--- src/rtl/mem_bus_arbiter_pkg.sv ---
// Shared definitions for the memory-bus arbiter slice.
//   dn_cmd_e : command codes driven on DN_CMD towards the memory model
//   state_e  : transaction FSM states
//   ptr_w()  : index width for an N-entry one-hot vector (at least 1 bit)
package mem_bus_pkg;

  typedef enum logic [1:0] {
    CMD_NOP        = 2'b00,
    CMD_RESP       = 2'b01,  // reserved code, never driven by the arbiter
    CMD_READ_LINE  = 2'b10,
    CMD_WRITE_LINE = 2'b11
  } dn_cmd_e;

  typedef enum logic [2:0] {
    ST_IDLE,
    ST_ISSUE,
    ST_WR_BURST,
    ST_WAIT_RESP,
    ST_RD_BURST,
    ST_DONE
  } state_e;

  function automatic int ptr_w(input int n);
    return (n > 1) ? $clog2(n) : 1;
  endfunction

endpackage

--- src/rtl/mem_bus_arbiter_if.sv ---
// Bundle of upstream (cache-side) and downstream (memory-side) signals.
//   master modport : arbiter view (drives grants, read data, memory command)
//   slave  modport : environment view (requesters plus memory model)
// Upstream vectors are packed per port: port i at [i*W +: W].
interface mem_bus_arbiter_if #(
  parameter int N_PORTS = 2,
  parameter int ADDR_W  = 14,
  parameter int DATA_W  = 16
);

  logic [N_PORTS-1:0]        UP_REQ;
  logic [N_PORTS-1:0]        UP_WR;
  logic [N_PORTS*ADDR_W-1:0] UP_ADDR;
  logic [N_PORTS*DATA_W-1:0] UP_WDATA;
  logic [N_PORTS-1:0]        UP_GNT;
  logic [N_PORTS-1:0]        UP_WREADY;
  logic [N_PORTS-1:0]        UP_RVALID;
  logic [DATA_W-1:0]         UP_RDATA;
  logic [N_PORTS-1:0]        UP_DONE;
  logic [N_PORTS-1:0]        UP_ERR;
  logic [1:0]                DN_CMD;
  logic [ADDR_W-1:0]         DN_ADDR;
  logic [DATA_W-1:0]         DN_WDATA;
  logic                      DN_RESP;
  logic [DATA_W-1:0]         DN_RDATA;

  modport master (
    input  UP_REQ, UP_WR, UP_ADDR, UP_WDATA, DN_RESP, DN_RDATA,
    output UP_GNT, UP_WREADY, UP_RVALID, UP_RDATA, UP_DONE, UP_ERR,
           DN_CMD, DN_ADDR, DN_WDATA
  );

  modport slave (
    output UP_REQ, UP_WR, UP_ADDR, UP_WDATA, DN_RESP, DN_RDATA,
    input  UP_GNT, UP_WREADY, UP_RVALID, UP_RDATA, UP_DONE, UP_ERR,
           DN_CMD, DN_ADDR, DN_WDATA
  );

endinterface

--- src/rtl/mem_bus_arbiter_rr.sv ---
// Combinational N-way round-robin pick.
//   req        : request vector
//   last_grant : index of the most recently served port
//   gnt        : one-hot winner (all zero when nobody requests)
//   gnt_idx    : binary index of the winner
// Scan starts at last_grant+1 and wraps, so the last winner has lowest priority.
module rr_arbiter
  import mem_bus_pkg::*;
#(
  parameter int N_PORTS = 2,
  parameter int PTR_W   = ptr_w(N_PORTS)
) (
  input  logic [N_PORTS-1:0] req,
  input  logic [PTR_W-1:0]   last_grant,
  output logic [N_PORTS-1:0] gnt,
  output logic [PTR_W-1:0]   gnt_idx
);

  logic             found;
  logic [PTR_W-1:0] cand;

  always_comb begin
    gnt     = '0;
    gnt_idx = '0;
    found   = 1'b0;
    cand    = '0;
    for (int unsigned off = 1; off <= N_PORTS; off++) begin
      cand = PTR_W'((32'(last_grant) + off) % N_PORTS);
      if (!found && req[cand]) begin
        found        = 1'b1;
        gnt[cand]    = 1'b1;
        gnt_idx      = cand;
      end
    end
  end

endmodule

--- src/rtl/mem_bus_arbiter.sv ---
// Round-robin arbiter between N cache-side line requesters and one memory bus.
//   CLK   : clock, rising edge
//   RESET : synchronous active-low reset; aborts any transaction without DONE
//   bus   : mem_bus_arbiter_if master modport (UP_* requester side, DN_* memory)
// Grants whole-line READ/WRITE transactions, streams BURST_LEN beats each way,
// and ends a transaction with UP_ERR if memory stays silent for TIMEOUT cycles.
module mem_bus_arbiter
  import mem_bus_pkg::*;
#(
  parameter int N_PORTS   = 2,
  parameter int ADDR_W    = 14,
  parameter int DATA_W    = 16,
  parameter int BURST_LEN = 8,
  parameter int TIMEOUT   = 100
) (
  input  logic              CLK,
  input  logic              RESET,
  mem_bus_arbiter_if.master bus
);

  localparam int PTR_W  = ptr_w(N_PORTS);
  localparam int BEAT_W = $clog2(BURST_LEN);
  localparam int TMO_W  = $clog2(TIMEOUT + 1);

  state_e              state_q, state_d;
  logic [N_PORTS-1:0]  gnt_q;
  logic [PTR_W-1:0]    idx_q;
  logic [PTR_W-1:0]    last_q;
  logic                wr_q;
  logic [ADDR_W-1:0]   addr_q;
  logic [BEAT_W-1:0]   beat_q;
  logic [TMO_W-1:0]    tmo_q;
  logic                err_q;
  logic                rvalid_q;
  logic [DATA_W-1:0]   rdata_q;

  logic [N_PORTS-1:0]  arb_gnt;
  logic [PTR_W-1:0]    arb_idx;
  logic                beat_last;
  logic                tmo_hit;
  logic [DATA_W-1:0]   sel_wdata;

  dn_cmd_e             dn_cmd;
  logic [ADDR_W-1:0]   dn_addr;
  logic [DATA_W-1:0]   dn_wdata;
  logic [N_PORTS-1:0]  wready;
  logic [N_PORTS-1:0]  done;
  logic [N_PORTS-1:0]  err;

  rr_arbiter #(
    .N_PORTS (N_PORTS),
    .PTR_W   (PTR_W)
  ) u_rr (
    .req        (bus.UP_REQ),
    .last_grant (last_q),
    .gnt        (arb_gnt),
    .gnt_idx    (arb_idx)
  );

  assign beat_last = (beat_q == BEAT_W'(BURST_LEN - 1));
  assign tmo_hit   = (tmo_q == TMO_W'(TIMEOUT));
  assign sel_wdata = bus.UP_WDATA[idx_q*DATA_W +: DATA_W];

  always_ff @(posedge CLK) begin
    if (!RESET) state_q <= ST_IDLE;
    else        state_q <= state_d;
  end

  always_comb begin
    state_d  = state_q;
    dn_cmd   = CMD_NOP;
    dn_addr  = '0;
    dn_wdata = '0;
    wready   = '0;
    done     = '0;
    err      = '0;
    case (state_q)
      ST_IDLE: begin
        if (|bus.UP_REQ) state_d = ST_ISSUE;
      end
      ST_ISSUE: begin
        dn_cmd  = wr_q ? CMD_WRITE_LINE : CMD_READ_LINE;
        dn_addr = addr_q;
        if (wr_q) begin
          dn_wdata = sel_wdata;
          wready   = gnt_q;
          state_d  = ST_WR_BURST;
        end else begin
          state_d  = ST_WAIT_RESP;
        end
      end
      ST_WR_BURST: begin
        dn_cmd   = CMD_WRITE_LINE;
        dn_addr  = addr_q;
        dn_wdata = sel_wdata;
        wready   = gnt_q;
        if (beat_last) state_d = ST_WAIT_RESP;
      end
      ST_WAIT_RESP: begin
        if (bus.DN_RESP) state_d = wr_q ? ST_DONE : ST_RD_BURST;
        else if (tmo_hit) state_d = ST_DONE;
      end
      ST_RD_BURST: begin
        if (bus.DN_RESP) begin
          if (beat_last) state_d = ST_DONE;
        end else if (tmo_hit) begin
          state_d = ST_DONE;
        end
      end
      ST_DONE: begin
        done    = gnt_q;
        err     = err_q ? gnt_q : '0;
        state_d = ST_IDLE;
      end
      default: state_d = ST_IDLE;
    endcase
  end

  // Timeout counter restarts on every accepted beat, so in RD_BURST it measures
  // the gap since the previous beat; it stops at TIMEOUT because the FSM leaves.
  always_ff @(posedge CLK) begin
    if (!RESET) begin
      gnt_q    <= '0;
      idx_q    <= '0;
      last_q   <= PTR_W'(N_PORTS - 1);
      wr_q     <= 1'b0;
      addr_q   <= '0;
      beat_q   <= '0;
      tmo_q    <= '0;
      err_q    <= 1'b0;
      rvalid_q <= 1'b0;
      rdata_q  <= '0;
    end else begin
      rvalid_q <= 1'b0;
      case (state_q)
        ST_IDLE: begin
          if (|bus.UP_REQ) begin
            gnt_q  <= arb_gnt;
            idx_q  <= arb_idx;
            wr_q   <= bus.UP_WR[arb_idx];
            addr_q <= bus.UP_ADDR[arb_idx*ADDR_W +: ADDR_W];
            err_q  <= 1'b0;
            beat_q <= '0;
          end
        end
        ST_ISSUE: begin
          tmo_q <= '0;
          if (wr_q) beat_q <= BEAT_W'(1);
        end
        ST_WR_BURST: begin
          tmo_q  <= '0;
          beat_q <= beat_last ? '0 : beat_q + 1'b1;
        end
        ST_WAIT_RESP: begin
          if (bus.DN_RESP) begin
            tmo_q <= '0;
            if (!wr_q) begin
              rvalid_q <= 1'b1;
              rdata_q  <= bus.DN_RDATA;
              beat_q   <= BEAT_W'(1);
            end
          end else if (tmo_hit) begin
            err_q <= 1'b1;
          end else begin
            tmo_q <= tmo_q + 1'b1;
          end
        end
        ST_RD_BURST: begin
          if (bus.DN_RESP) begin
            rvalid_q <= 1'b1;
            rdata_q  <= bus.DN_RDATA;
            tmo_q    <= '0;
            beat_q   <= beat_last ? '0 : beat_q + 1'b1;
          end else if (tmo_hit) begin
            err_q <= 1'b1;
          end else begin
            tmo_q <= tmo_q + 1'b1;
          end
        end
        ST_DONE: begin
          last_q <= idx_q;
          gnt_q  <= '0;
          err_q  <= 1'b0;
          beat_q <= '0;
        end
        default: ;
      endcase
    end
  end

  assign bus.UP_GNT    = gnt_q;
  assign bus.UP_WREADY = wready;
  assign bus.UP_RVALID = rvalid_q ? gnt_q : '0;
  assign bus.UP_RDATA  = rdata_q;
  assign bus.UP_DONE   = done;
  assign bus.UP_ERR    = err;
  assign bus.DN_CMD    = dn_cmd;
  assign bus.DN_ADDR   = dn_addr;
  assign bus.DN_WDATA  = dn_wdata;

endmodule

--- src/flat_wrapper.sv ---
// flat-port wrapper written by rule: the top's interface ports become plain ports
module mem_bus_arbiter_flat import mem_bus_pkg::*;
#(
  parameter int N_PORTS   = 2,
  parameter int ADDR_W    = 14,
  parameter int DATA_W    = 16,
  parameter int BURST_LEN = 8,
  parameter int TIMEOUT   = 100
)
  (CLK, RESET, bus_UP_REQ, bus_UP_WR, bus_UP_ADDR, bus_UP_WDATA, bus_DN_RESP, bus_DN_RDATA, bus_UP_GNT, bus_UP_WREADY, bus_UP_RVALID, bus_UP_RDATA, bus_UP_DONE, bus_UP_ERR, bus_DN_CMD, bus_DN_ADDR, bus_DN_WDATA);
  mem_bus_arbiter_if #(.N_PORTS(N_PORTS), .ADDR_W(ADDR_W), .DATA_W(DATA_W)) bus_i ();
  input  logic CLK;
  input  logic RESET;
  input wire logic [$bits(bus_i.UP_REQ)-1:0] bus_UP_REQ;
  input wire logic [$bits(bus_i.UP_WR)-1:0] bus_UP_WR;
  input wire logic [$bits(bus_i.UP_ADDR)-1:0] bus_UP_ADDR;
  input wire logic [$bits(bus_i.UP_WDATA)-1:0] bus_UP_WDATA;
  input wire logic [$bits(bus_i.DN_RESP)-1:0] bus_DN_RESP;
  input wire logic [$bits(bus_i.DN_RDATA)-1:0] bus_DN_RDATA;
  output wire logic [$bits(bus_i.UP_GNT)-1:0] bus_UP_GNT;
  output wire logic [$bits(bus_i.UP_WREADY)-1:0] bus_UP_WREADY;
  output wire logic [$bits(bus_i.UP_RVALID)-1:0] bus_UP_RVALID;
  output wire logic [$bits(bus_i.UP_RDATA)-1:0] bus_UP_RDATA;
  output wire logic [$bits(bus_i.UP_DONE)-1:0] bus_UP_DONE;
  output wire logic [$bits(bus_i.UP_ERR)-1:0] bus_UP_ERR;
  output wire logic [$bits(bus_i.DN_CMD)-1:0] bus_DN_CMD;
  output wire logic [$bits(bus_i.DN_ADDR)-1:0] bus_DN_ADDR;
  output wire logic [$bits(bus_i.DN_WDATA)-1:0] bus_DN_WDATA;
  assign bus_i.UP_REQ = bus_UP_REQ;
  assign bus_i.UP_WR = bus_UP_WR;
  assign bus_i.UP_ADDR = bus_UP_ADDR;
  assign bus_i.UP_WDATA = bus_UP_WDATA;
  assign bus_i.DN_RESP = bus_DN_RESP;
  assign bus_i.DN_RDATA = bus_DN_RDATA;
  assign bus_UP_GNT = bus_i.UP_GNT;
  assign bus_UP_WREADY = bus_i.UP_WREADY;
  assign bus_UP_RVALID = bus_i.UP_RVALID;
  assign bus_UP_RDATA = bus_i.UP_RDATA;
  assign bus_UP_DONE = bus_i.UP_DONE;
  assign bus_UP_ERR = bus_i.UP_ERR;
  assign bus_DN_CMD = bus_i.DN_CMD;
  assign bus_DN_ADDR = bus_i.DN_ADDR;
  assign bus_DN_WDATA = bus_i.DN_WDATA;
  mem_bus_arbiter #(.N_PORTS(N_PORTS), .ADDR_W(ADDR_W), .DATA_W(DATA_W), .BURST_LEN(BURST_LEN), .TIMEOUT(TIMEOUT)) u_core (.CLK(CLK), .RESET(RESET), .bus(bus_i));
endmodule
--- config.mk ---
export PLATFORM = sky130hd
export DESIGN_NAME = mem_bus_arbiter_flat
export DESIGN_NICKNAME = d
export VERILOG_FILES = /design/src/rtl/mem_bus_arbiter_pkg.sv /design/src/rtl/mem_bus_arbiter_if.sv /design/src/rtl/mem_bus_arbiter_rr.sv /design/src/rtl/mem_bus_arbiter.sv /design/src/flat_wrapper.sv
export SDC_FILE = /design/constraint.sdc
export NUM_CORES = 1
export LEC_CHECK = 0
export ABC_AREA = 1
export BUFFER_PORTS_ARGS = -buffer_cell sky130_fd_sc_hd__buf_2
export CAP_MARGIN = 40
export CORE_UTILIZATION = 45
export CTS_CLUSTER_DIAMETER = 60
export DETAILED_ROUTE_END_ITERATION = 8
export PLACE_DENSITY = 0.8
export SLEW_MARGIN = 0
export SYNTH_ARGS = -nofsm -noshare
export SYNTH_HDL_FRONTEND = slang
export SYNTH_SLANG_ARGS = --single-unit
--- constraint.sdc ---
create_clock -name CLK -period 2.25 [get_ports CLK]
set_clock_uncertainty 0.2 [all_clocks]
set_input_delay 0.45 -clock CLK [delete_from_list [all_inputs] [get_ports CLK]]
set_output_delay 0.45 -clock CLK [all_outputs]
set_load 0.01 [all_outputs]
Word-level counts from Yosys, hierarchy flattened
Index checks and enable logic that the tools add are counted.
{"block": "word_totals", "regBits": 50, "in_bits": 83, "elab_cells": 120}
{"block": "op_classes", "addsub": 4, "multipliers": 1, "order_cmp": 5, "eq_ne": 17, "n_shift": 2, "muxes": 59, "bitwise": 1, "n_reduce_logical": 20}
{"op": "2-to-1 mux 16 bit", "n": 4}
{"op": "case mux 16 bit (2 select lines)", "n": 2}
{"op": "2-to-1 mux 3 bit", "n": 12}
{"op": "indexed part select 32 x 6 -> 16 bit", "n": 1}
{"op": "indexed part select 28 x 6 -> 14 bit", "n": 1}
{"op": "2-to-1 mux 1 bit", "n": 20}
{"op": "case mux 3 bit (6 select lines)", "n": 1}
{"op": "2-to-1 mux 2 bit", "n": 8}
{"op": "case mux 3 bit (5 select lines)", "n": 1}
{"op": "2-to-1 mux 14 bit", "n": 1}
{"op": "2-to-1 mux 7 bit", "n": 2}
{"op": "case mux 7 bit (2 select lines)", "n": 1}
{"op": "case mux 2 bit (2 select lines)", "n": 3}
{"op": "equality test 3 bit, second input constant", "n": 3}
{"op": "inequality test 2 x 1 -> 1 bit, second input constant", "n": 4}
{"op": "inequality test 2 bit, second input constant", "n": 4}
{"op": "AND reduction 4 bit", "n": 2}
{"op": "adder 7 x 1 -> 7 bit, second input constant", "n": 1}
{"op": "equality test 7 bit, second input constant", "n": 1}
{"op": "equality test 3 x 2 -> 1 bit, second input constant", "n": 2}
{"op": "less-than comparator 1 x 2 -> 1 bit, second input constant", "n": 3}
{"op": "AND reduction 2 bit", "n": 3}
{"op": "AND reduction 6 bit", "n": 1}
{"op": "nonzero test 2 bit", "n": 3}
{"op": "18 further kinds", "n": 25}

Logic depth before layout (Yosys ltp)
{"block": "logic_depth", "word_depth": 10, "depth_mapped": 11, "depth_no_buf": 11}

By module
A second synthesis with hierarchy kept.
{"block": "hier_totals", "cells_unflattened": 394, "hier_area_um2": 2824.0}
{"module": "mem_bus_arbiter", "instances": 1, "cells_per_inst": 389, "area_each_um2": 2788.9}
{"module": "rr_arbiter", "instances": 1, "cells_per_inst": 5, "area_each_um2": 35.0}

Worst setup path after synthesis
OpenSTA, ideal clock, no wires.
{"block": "synth_timing", "path_type": "reg2out", "from": "reg u_core.state_q[0]", "to": "out bus_DN_WDATA[0]", "arrival_ns": 1.362, "path_slack_ns": 0.238, "stages_incl_launch_ff": 8, "path_buffers": 1, "cell_sequence": "dfxtp_1 -> inv_1 -> nor2_4 -> nand2_1 -> o21ai_2 -> inv_2 -> buf_2 -> a21oi_1"}
{"block": "synth_via", "elab_chain_cells": 2, "elab_cells_between_ends": 3}
{"element": "from (decl)", "line": "mem_bus_arbiter.sv:25", "rtl": "state_e state_q, state_d;"}
{"element": "from (signal assigned)", "line": "mem_bus_arbiter.sv:66", "rtl": "else state_q <= state_d;"}
{"element": "equality test 3 x 2 -> 1 bit / equality test 3 x 1 -> 1 bit (equally long branches)", "line": "mem_bus_arbiter.sv:77", "rtl": "case (state_q)"}
{"element": "case mux 16 bit (2 select lines) (*)", "line": "mem_bus_arbiter.sv:77"}
{"element": "to (decl)", "line": "flat_wrapper.sv:28", "rtl": "output wire logic [$bits(bus_i.DN_WDATA)-1:0] bus_DN_WDATA;"}
Every way passes the cells marked *; elsewhere a longest branch is shown, timed or not.

Final worst setup path
{"block": "layout_timing", "from": "reg u_core.state_q[0]", "to": "out bus_DN_WDATA[7]"}
The elaborated chain is that of the path after synthesis.

==> flow_summary.json <==
{
  "drt_wl_total_um": 7620,
  "critPathKind": "reg -> out",
  "clk_pin_slew_worst_paths_ps": 90,
  "drc": 0,
  "netlist_instances": 422,
  "dpl_worst_slack_ps": 130,
  "rsz0062_at_grt": "true",
  "setup_viol": 22,
  "wl_per_cell_um": 11.9,
  "overflow": 0,
  "drtIter0Drc": 229,
  "drive_gt1_share_pct": 34.6,
  "grt_max_degree": 33,
  "outcome": "complete, but fails checks",
  "cp.arrival_ps": 1640,
  "rows": 27,
  "cts_tree": "built",
  "syn_area_mm2": 0.00269,
  "cts.sinks": 50,
  "gp_congestion": 0.919,
  "grt_first_pass_wirelength_um": 12100,
  "nNetsFinal": 655,
  "startpoint_type": "flip-flop",
  "yosysUniqueCellTypes": 27,
  "slew_headroom_pct": 65.4,
  "drv_cap": 0,
  "p_leak_nw": 1.93,
  "synth_area_per_cell_um2": 6.38,
  "cts-root-buf": "clkbuf_8",
  "hold_viol": 0,
  "dr.pass1.iters": 4,
  "slew_viol_final": 0,
  "die_h_um": 79.4,
  "grt_use_total_pct": 23.9,
  "crit_fanout": 4,
  "cts_buffers": 5,
  "clockBufferDepth": 2,
  "power.density_mw_per_mm2": 1020,
  "io_pins": 141,
  "initial_core_util_pct": 47.7,
  "hp-class": "in -> reg",
  "seq_area_frac_synth_pct": 37.2,
  "antenna_found_initial": 0,
  "die_area_mm2": 0.00630,
  "syn-num-nets": 509,
  "fin_area_mm2": 0.00369,
  "wl_met1_um": 3100,
  "route.met3.wl_um": 729,
  "clk_latency_ps": 300,
  "tightest_slew_ps": 519,
  "vias": 3251,
  "coreArea_mm2": 0.00564,
  "fin_crit_sh_pct": 102,
  "cts-hold-fix-buffers": 0,
  "io_buffers": 140,
  "irDropWorstVdd_v": 0.000654,
  "setup_ws_ps": -42.0,
  "die_w_um": 79.4,
  "antenna_left": 0,
  "dpl_cell_area_mm2": 0.00346,
  "violations": "setup timing",
  "synth-seq-cells": 50,
  "period_needed_ps": 2290,
  "area_growth_pct": 37.0,
  "nFillCells": 516,
  "yosys_warnings": 0,
  "diodes": 0,
  "grt_pass1_vias": 2853,
  "met2_length_um": 3740,
  "post-dp-hpwl_um": 5520,
  "required_ps": 1600,
  "viasPerCell": 5.07,
  "maxUsedRoutingLayer": "met4",
  "end_kind": "output port",
  "fmax_ghz": 0.436,
  "cts.htree.levels": 2
}
## cell type report
type	instances	area, um2	share of cell area, %
Multi-Input combinational cell	304	1460	39.4
Sequential cell	50	1000	27.2
Timing Repair Buffer	153	811	22.0
Inverter	52	204	5.53
Tap cell	72	90.1	2.44
Clock buffer	6	72.6	1.97
Clock inverter	2	37.5	1.02
Timing Repair inverter	2	15.0	0.407
## metrics by stage
step / TNS, ps / power [mW] / util [%] / hold WS [ps] / instances
finish: -427 / 3.76 / 65.4 / 161 / 641
global route: -3740 / 4.06 / 65.4 / 153 / 641
CTS: -578 / 3.75 / 65.1 / 155 / 641
detailed placement: 0 / 2.90 / 61.3 / 283 / 625
global placement: 0 / 2.84 / 61.3 / 268 / 625
floorplan: 0 / 2.36 / - / 254 / 422
## worst max-delay path, cell delays in order, from the launching register on
cell and delay [ps]:
dfxtp_2 360, inv_4 40, nor2_4 110, nand2_2 80, o21ai_4 240, clkinvlp_4 220, a21oi_2 140, buf_2 140
## state kept, by name, summed over array words and instances, names as in the netlist
name,flops
u_core.state_q,3
u_core.bus.UP_RDATA,16
u_core.beat_q,3
u_core.err_q,1
u_core.last_q,1
u_core.tmo_q,7
u_core.wr_q,1
u_core.rvalid_q,1
u_core.addr_q,14
u_core.idx_q,1
u_core.bus.UP_GNT,2
## cell families (layout without fill, tap and decap cells)
family / Yosys count / count (layout) / synth area share [%]
flip-flops: 50 / 50 / 37.2
buffers and inverters: 68 / 215 / 10.1
AND/OR/NAND/NOR: 197 / 197 / 30.5
AO/OA/AOI/OAI: 103 / 103 / 20.4
adder cells (fa/ha/maj): 4 / 4 / 1.86
## layer usage
| metal | vias up | track usage, % |
|---|---|---|
| met2 | 144 | 44.4 |
| met1 | 1460 | 27.0 |
| li1 | 1641 | - |
| met3 | 6 | 6.17 |
| met4 | 0 | 5.82 |
| met5 | - | 0 |
## path summary, 6_finish.rpt
check,from,endpoint,slack (ps),cells past startpoint
setup / recovery,u_core.state_q[0],bus_DN_WDATA[7],-40,7
hold / removal,bus_DN_RDATA[13],u_core.bus.UP_RDATA[13],160,3
setup reg to reg,u_core.state_q[0],u_core.addr_q[3],360,9
hold reg to reg,u_core.beat_q[2],u_core.beat_q[2],300,2
## synthesized netlist by cell type
library cell / number / area (um2)
clkbuf_1: 7 / 26.3
dfxtp_1: 50 / 1000
nor2_4: 2 / 22.5
nor3_1: 2 / 10.0
o21ai_0: 35 / 175
ha_1: 4 / 50.1
o21ai_1: 1 / 5.00
nand4_1: 5 / 31.3
nor2_2: 1 / 6.26
a211oi_1: 1 / 7.51
a31o_2: 1 / 8.76
and2_1: 1 / 6.26
nand2_1: 85 / 319
nand3_2: 1 / 10.0
inv_1: 46 / 173
o211ai_1: 2 / 15.0
buf_6: 1 / 11.3
a21oi_1: 59 / 295
buf_2: 8 / 40.0
a21oi_4: 1 / 16.3
a21oi_2: 2 / 17.5
o21ai_2: 1 / 8.76
clkinv_1: 1 / 3.75
nand2_2: 7 / 43.8
nand3_1: 18 / 90.1
nor2_1: 75 / 282
inv_2: 5 / 18.8
## report_power, final
group          total [mW]  switching (mW)  internal, mW
combinational        1.89            1.16         0.727
clock               0.637           0.305         0.332
sequential           1.24           0.136          1.10
total                3.76            1.60          2.16
## repair_timing
| action | 4_1_cts | 5_1_grt |
|---|---|---|
| pin swaps | 2 | 1 |
| gates resized for setup | 13 | 5 |
| buffers inserted | 6 | 0 |
| gates cloned | 2 | 0 |
| setup endpoints to repair | 32 | 32 |
## cells in the final DEF, fill, tap and decap left out, drive strengths merged
cell      synthesis  routed
dfxtp            50      50
a21oi            62      62
nor2             78      78
nor3              2       2
clkinv            1       1
a31o              1       1
clkbuf            7       6
clkinvlp          0       4
nand3            19      19
inv              51      50
nand2            92      92
bufinv            0       1
nand4             5       5
o21ai            37      37
and2              1       1
ha                4       4
a211oi            1       1
o211ai            2       2
buf               9     153
Note: power is estimated with default switching activity, not from simulation.
